File: src/rtl/upsample2x2_pkg.sv
// Shared parameters for the 2x nearest-neighbour upsampler: pixel width,
// FSM state encoding and a counter-width helper.
package upsample2x2_pkg;

    localparam int DATA_WIDTH = 8;

    typedef enum logic {
        ST_TOP = 1'b0,
        ST_BOT = 1'b1
    } state_t;

    // A one-pixel row still needs one counter bit.
    function automatic int cnt_width(input int n);
        return (n <= 1) ? 1 : $clog2(n);
    endfunction

endpackage

File: src/rtl/upsample2x2_if.sv
// Pixel stream interface: pooled pixels in (valid/ready), upsampled pixels out
// (valid only, no backpressure).
interface upsample2x2_if;
    import upsample2x2_pkg::*;

    logic                  valid_in;
    logic [DATA_WIDTH-1:0] data;
    logic                  in_ready;
    logic [DATA_WIDTH-1:0] data_out;
    logic                  valid_out;

    modport master (
        output valid_in,
        output data,
        input  in_ready,
        input  data_out,
        input  valid_out
    );

    modport slave (
        input  valid_in,
        input  data,
        output in_ready,
        output data_out,
        output valid_out
    );
endinterface

File: src/rtl/upsample2x2_lines_buffer.sv
// Single-row pixel store: synchronous write, asynchronous read. Written while
// the top row is emitted, read back while the bottom row is replayed.
module lines_buffer_upsample
    import upsample2x2_pkg::*;
#(
    parameter int HALF = 2,
    parameter int AW   = cnt_width(HALF),
    parameter int DW   = DATA_WIDTH
) (
    input  logic          clk,
    input  logic          we,
    input  logic [AW-1:0] waddr,
    input  logic [DW-1:0] wdata,
    input  logic [AW-1:0] raddr,
    output logic [DW-1:0] rdata
);

    logic [DW-1:0] mem [HALF];

    // Contents are never read before being rewritten, so no reset is needed.
    always_ff @(posedge clk) begin
        if (we) begin
            mem[waddr] <= wdata;
        end
    end

    assign rdata = mem[raddr];

endmodule

File: src/rtl/upsample2x2.sv
// Streaming 2x nearest-neighbour upsampler: each accepted pixel is emitted twice
// on the top output row, then the buffered row is replayed as the bottom row.
module upsample2x2
    import upsample2x2_pkg::*;
#(
    parameter int WIDTH = 4
) (
    input  logic          clk,
    input  logic          rst,
    upsample2x2_if.slave  s
);

    localparam int HALF = WIDTH / 2;
    localparam int CW   = cnt_width(HALF);
    localparam logic [CW-1:0] COL_LAST = CW'(HALF - 1);

    state_t                state_q, state_d;
    logic                  ph_q, ph_d;
    logic [CW-1:0]         col_q, col_d;
    logic [CW-1:0]         bcol_q, bcol_d;
    logic                  bph_q, bph_d;
    logic [DATA_WIDTH-1:0] data_out_q, data_out_d;
    logic                  valid_out_q, valid_out_d;

    logic                  buf_we;
    logic [DATA_WIDTH-1:0] buf_rdata;

    lines_buffer_upsample #(
        .HALF (HALF),
        .AW   (CW),
        .DW   (DATA_WIDTH)
    ) u_buf (
        .clk   (clk),
        .we    (buf_we),
        .waddr (col_q),
        .wdata (s.data),
        .raddr (bcol_q),
        .rdata (buf_rdata)
    );

    always_ff @(posedge clk or negedge rst) begin
        if (!rst) begin
            state_q     <= ST_TOP;
            ph_q        <= 1'b0;
            col_q       <= '0;
            bcol_q      <= '0;
            bph_q       <= 1'b0;
            data_out_q  <= '0;
            valid_out_q <= 1'b0;
        end else begin
            state_q     <= state_d;
            ph_q        <= ph_d;
            col_q       <= col_d;
            bcol_q      <= bcol_d;
            bph_q       <= bph_d;
            data_out_q  <= data_out_d;
            valid_out_q <= valid_out_d;
        end
    end

    always_comb begin
        state_d     = state_q;
        ph_d        = ph_q;
        col_d       = col_q;
        bcol_d      = bcol_q;
        bph_d       = bph_q;
        data_out_d  = data_out_q;
        valid_out_d = 1'b0;
        buf_we      = 1'b0;

        case (state_q)
            ST_TOP: begin
                if (!ph_q) begin
                    if (s.valid_in) begin
                        data_out_d  = s.data;
                        valid_out_d = 1'b1;
                        buf_we      = 1'b1;
                        ph_d        = 1'b1;
                    end
                end else begin
                    // Second copy: data_out simply holds its value.
                    valid_out_d = 1'b1;
                    ph_d        = 1'b0;
                    if (col_q == COL_LAST) begin
                        col_d   = '0;
                        state_d = ST_BOT;
                        bcol_d  = '0;
                        bph_d   = 1'b0;
                    end else begin
                        col_d = col_q + 1'b1;
                    end
                end
            end
            ST_BOT: begin
                data_out_d  = buf_rdata;
                valid_out_d = 1'b1;
                bph_d       = ~bph_q;
                if (bph_q) begin
                    if (bcol_q == COL_LAST) begin
                        bcol_d  = '0;
                        state_d = ST_TOP;
                        ph_d    = 1'b0;
                    end else begin
                        bcol_d = bcol_q + 1'b1;
                    end
                end
            end
            default: state_d = ST_TOP;
        endcase
    end

    assign s.in_ready  = (state_q == ST_TOP) && !ph_q;
    assign s.data_out  = data_out_q;
    assign s.valid_out = valid_out_q;

endmodule

File: src/flat_wrapper.sv
// flat-port wrapper written by rule: the top's interface ports become plain ports
module upsample2x2_flat import upsample2x2_pkg::*;
#(
    parameter int WIDTH = 4
)
  (clk, rst, s_valid_in, s_data, s_in_ready, s_data_out, s_valid_out);
  upsample2x2_if s_i ();
  input  logic clk;
  input  logic rst;
  input wire logic [$bits(s_i.valid_in)-1:0] s_valid_in;
  input wire logic [$bits(s_i.data)-1:0] s_data;
  output wire logic [$bits(s_i.in_ready)-1:0] s_in_ready;
  output wire logic [$bits(s_i.data_out)-1:0] s_data_out;
  output wire logic [$bits(s_i.valid_out)-1:0] s_valid_out;
  assign s_i.valid_in = s_valid_in;
  assign s_i.data = s_data;
  assign s_in_ready = s_i.in_ready;
  assign s_data_out = s_i.data_out;
  assign s_valid_out = s_i.valid_out;
  upsample2x2 #(.WIDTH(WIDTH)) u_core (.clk(clk), .rst(rst), .s(s_i));
endmodule
File: config.mk
export PLATFORM = sky130hd
export DESIGN_NAME = upsample2x2_flat
export DESIGN_NICKNAME = d
export VERILOG_FILES = /design/src/rtl/upsample2x2_pkg.sv /design/src/rtl/upsample2x2_if.sv /design/src/rtl/upsample2x2_lines_buffer.sv /design/src/rtl/upsample2x2.sv /design/src/flat_wrapper.sv
export SDC_FILE = /design/constraint.sdc
export NUM_CORES = 1
export LEC_CHECK = 0
export ABC_AREA = 1
export ABC_CLOCK_PERIOD_IN_PS = 2600
export BUFFER_PORTS_ARGS = -buffer_cell sky130_fd_sc_hd__buf_2
export CAP_MARGIN = 20
export CORE_MARGIN = 1.5
export CORE_UTILIZATION = 58
export CTS_CLUSTER_SIZE = 30
export DETAILED_ROUTE_END_ITERATION = 8
export GPL_ROUTABILITY_DRIVEN = 0
export HOLD_SLACK_MARGIN = 0.1
export PLACE_DENSITY_LB_ADDON = 0.1
export SYNTH_ARGS = -nofsm -noshare
export SYNTH_HDL_FRONTEND = slang
export SYNTH_SLANG_ARGS = --single-unit
File: constraint.sdc
create_clock -name clk -period 2.6 [get_ports clk]
set_input_delay 0.26 -clock clk [delete_from_list [all_inputs] [get_ports clk]]
set_output_delay 0.26 -clock clk [all_outputs]
set_load 0.05 [all_outputs]
* After elaboration in Yosys (flattened, before gate mapping) *
Memories as Yosys holds them, arrays and structs flattened.
Cells that the tools add are included.

operators by class
  mux-type cells = 25
  equality and inequality tests = 6
  reductions and logical operators = 7
  bitwise logic cells = 2
  add/subtract/negate cells = 2

operator list
  operator                                                count
  two-way mux 1 bit                                       17
  two-way mux 8 bit                                       2
  case mux 8 bit (2 select lines)                         1
  case mux 1 bit (2 select lines)                         5
  inequality test 2 bit (second input constant)           4
  AND reduction 2 bit                                     4
  inequality test 2 x 1 -> 1 bit (second input constant)  2
  AND reduction 3 bit                                     1
  adder 1 bit (second input constant)                     2
  NOT 1 bit                                               2
  logical AND 1 bit                                       1
  zero test 1 bit                                         1

word-level totals
  register bits after elaboration = 14
  bits of input ports = 11
  memories kept = 1
  word-level logic and storage cells = 50
  RAM bits = 16
  output and inout port bits = 10

memory list
  memory            words  bits a word  rd ports  clocked after memory_dff  write ports  line                            source
  u_core.u_buf.mem  2      8            1         0                         1            upsample2x2_lines_buffer.sv:18  logic [DW-1:0] mem [HALF];

* Logic depth before layout (Yosys ltp) *
  depth after elaboration = 5
  depth in mapped cells = 6
  depth with buffers taken out = 5

* By module *
From an unflattened synthesis, not the netlist that was laid out.

unflattened totals
  cell total of the unflattened synthesis = 135
  area, all modules = 1292.5 um^2

by module, submodules not included
  module                 area each (um^2)  times used  cells each  seq. area each (um^2)
  upsample2x2            691.9             1           89          350.3
  lines_buffer_upsample  600.6             1           46          480.5

* Worst setup path after synthesis *
Ideal clock, no wire load.

  path kind = flip-flop to flip-flop
  start point = reg u_core.state_q
  end point = mem u_core.u_buf.mem[0][0] (netlist bit) (enable)
  required time = 2.230 ns
  cell stages (with the launch flop) = 5
  arrival time = 1.835 ns
  library setup time = 0.370 ns
  slack = 0.394 ns
  period minus slack after synthesis = 2.206 ns
  path through = dfrtp_1 > buf_4 > nor2_1 > nand2_1 > nor2_1

on the way
  word-level cells in the longest chain between the ends = 3

RTL lines
  element                                  line                            source
  start: declaration                       upsample2x2.sv:17               state_t state_q, state_d;
  start signal: assignment                 upsample2x2.sv:51               state_q <= state_d;
  two-way mux 1 bit                        upsample2x2.sv:71               case (state_q)
  two-way mux 1 bit                        upsample2x2_lines_buffer.sv:22  if (we) begin
  two-way mux 1 bit (implied by the code)  upsample2x2_lines_buffer.sv:23  mem[waddr] <= wdata;
  end: declaration                         upsample2x2_lines_buffer.sv:18

No other way between the ends.

* Worst setup path in the final report *
  start point = reg u_core.state_q
  end point = mem u_core.u_buf.mem[1][0] (netlist bit) (enable)

Same word-level chain as after synthesis.

==> results.toml <==
[pwr]
clockPowerShare_pct = 14.0
powerDensity_nw_per_um2 = 1276
power.leakage_uw = 0.0006622
p_sw_share_pct = 45.81
power.net_switching_uw = 829.3
p_comb_share_pct = 42.7
irDropWorstVdd_v = 0.0008339
p_int_uw = 980.9
p_seq_share_pct = 43.3
total_power_uw = 1810

[die]
die_x_um = 49.80
num_io_pins = 21
coreArea_um2 = 2002
dieHeight_um = 49.80
die_area_um2 = 2480
start_util_pct = 63.44
rows = 16

[global_route]
overflow = 0
antenna_found_initial = 0
grt_use_total_pct = 21.45
grt_first_pass_wirelength_mm = 3.870
grt_pass1_vias = 853
grt_max_degree = 21

[synthesis]
yosysSeqAreaShare_pct = 65.42
synth_cells = 121
ys_types = 16
yosys_warnings = 0
syn-cell-area_um2 = 1270
syn_nets = 132
syn-mean-instance-area_um2 = 10.50
synth-seq-cells = 30

[placement]
dp_cells = 164
post-dp-hpwl_mm = 1.523
port_buffers = 20

[clock_tree]
htreeDepth = 2
cts_sinks = 30
cts_tree = "done"
clk_pin_slew_ps = 90
cts_made_buffers = 5
cts_resized = 0
cts_root_buf = "clkbuf_4"
ctsLongestPathBuffers = 2
clock_latency_ps = 320

[setup_path]
path_cells = "nor2_1, nand2_1, nor2_1"
slowest_delay_ps = 600
cp_slowest_cell = "dfrtp_1"
critPathKind = "reg -> reg"
cp_common_cell = "nor2_1"
worst_setup_path_start_kind = "flop"
cp-end-kind = "flop"
worstPathRequired_ps = 2550
path_buf_inv = 0
rr_worst_depth = 3
critPathArrivalTime_ps = 1850
cp_num_cells = 3
critical-path-top-delay-family = "simple AND/OR/NAND/NOR gates"
crit_fanout = 20

[sta]
fmax_mhz = 526.0
rsz0062_at_grt = "false"
worst_slew_pin_slew_ps = 691.9
period_share_pct = 73.11
finalMaxSlewViolations = 0
fin_crit_ps = 1901
tns_ps = 0
hold_viol_final = 0
setup_violations = 0
skew_ps = 8.818
slew_headroom_pct = 53.70

[drt]
drt_pass1_iterations = 4
vias = 872
drt.antenna.violating_nets = 0
drc = 0
first_iter_violations = 20
via_per_inst = 5.040
wl_mm = 2.260
wl_per_cell_um = 13.06

[layout]
area_growth_pct = 11.72
antennaDiodeCount = 0
stdcell_count = 173
final_nets = 156
drive_above_1_share_pct = 19.18

[run_status]
status = "complete, no violations"

[hold_path]
holdPathStages = 1
min-delay-path-class = "in -> reg"

[job]
drv_cap = 0
==> power groups by stage <==
stage / Sequential (µW) / Combinational, µW / Clock [µW]
after CTS: 784 / 776 / 260
final: 784 / 773 / 253
after global routing: 805 / 853 / 272
after floorplan: 981 / 447 / 0
after detailed placement: 794 / 769 / 0
after global placement: 785 / 754 / 0
==> cell type report <==
| cell class | instances | area [µm²] |
|---|---|---|
| flip-flops and latches | 30 | 830.8 |
| fillers | 152 | 583.1 |
| multi-input cells | 65 | 312.8 |
| repair buffers | 21 | 110.1 |
| inverters | 22 | 82.58 |
| clock buffers | 8 | 48.80 |
| well taps | 27 | 33.78 |
==> cell usage in the layout (no fill, tap or decap) <==
master / Yosys / layout
edfxtp_1: 16 / 16
dfrtp_1: 14 / 14
nand2_1: 20 / 20
o21ai_1: 1 / 1
clkbuf_1: 0 / 3
inv_1: 21 / 21
inv_2: 1 / 1
nor2_1: 11 / 11
nand3_1: 10 / 10
dlygate4sd3_1: 0 / 1
clkbuf_4: 0 / 5
nand2_2: 2 / 2
xor2_1: 1 / 1
o21bai_1: 8 / 8
o21ai_0: 3 / 3
buf_2: 0 / 20
a21oi_1: 9 / 9
==> cell usage after synthesis <==
cell	count	area [µm²]
a21oi_1	9	45.04
buf_4	1	7.510
buf_6	2	22.52
clkbuf_8	1	13.76
dfrtp_1	14	350.3
edfxtp_1	16	480.5
inv_1	21	78.83
inv_2	1	3.750
nand2_1	20	75.07
nand2_2	2	12.51
nand3_1	10	50.05
nor2_1	11	41.29
o21ai_0	3	15.01
o21ai_1	1	5.000
o21bai_1	8	60.06
xor2_1	1	8.760
==> worst paths after layout <==
kind                                          start                               end  slack [ps]
max in group asynchronous                       rst  u_core.s.data_out[6]$_DFFE_PN0P_        2000
hold / removal                            s_data[7]  u_core.u_buf.mem[1][7]$_DFFE_PP_         150
hold reg to reg            u_core.bph_q$_DFFE_PN0P_         u_core.bcol_q$_DFFE_PN0P_         520
setup reg to reg           u_core.state_q$_DFF_PN0_  u_core.u_buf.mem[1][0]$_DFFE_PP_         700
setup / recovery           u_core.state_q$_DFF_PN0_  u_core.u_buf.mem[1][0]$_DFFE_PP_         700
min in group asynchronous                       rst  u_core.s.data_out[7]$_DFFE_PN0P_         350
==> per-stage QoR <==
step / setup slack (ps) / utilization, % / instance area [µm²] / hold WS, ps
floorplan: 394.4 / - / 1270 / -35.59
global placement: 808.4 / 67.94 / 1360 / 169.2
detailed placement: 722.1 / 67.94 / 1360 / 174.5
CTS: 710.2 / 70.88 / 1419 / 134.4
global route: 491.7 / 70.88 / 1419 / 135.3
finish: 699.0 / 70.88 / 1419 / 145.2
==> sequential cells by signal, summed over array words and instances (netlist names) <==
register / flops
u_core.bcol_q: 1
u_core.bph_q: 1
u_core.col_q: 1
u_core.ph_q: 1
u_core.s.data_out: 8
u_core.s.valid_out: 1
u_core.state_q: 1
u_core.u_buf.mem: 16
==> kinds of logic after synthesis <==
| logic type | share of synthesized area [%] |
|---|---|
| AOI/OAI and AO/OA | 9.851 |
| xor gates and xnor gates | 0.6898 |
| buffers and inverters | 9.951 |
| DFF | 65.42 |
| and+or+nand+nor | 14.09 |
==> layer usage <==
metal  share of wire [%]  wire (µm)  up-vias  track usage (%)
met4                0.62         14        0            6.944
met1                  45       1019      408            27.80
li1                    -          -      434                -
met2                  48       1096       28            34.44
met3                 5.7        129        2            6.667
met5                   0          0        -                0
==> repair_timing <==
item                                   in CTS  in global routing
setup endpoints to repair                   0                  0
endpoints found under the hold margin      14                  0
buffers inserted                            0                  0
hold buffers                                1                  0
(Power assumes the default switching activity.)
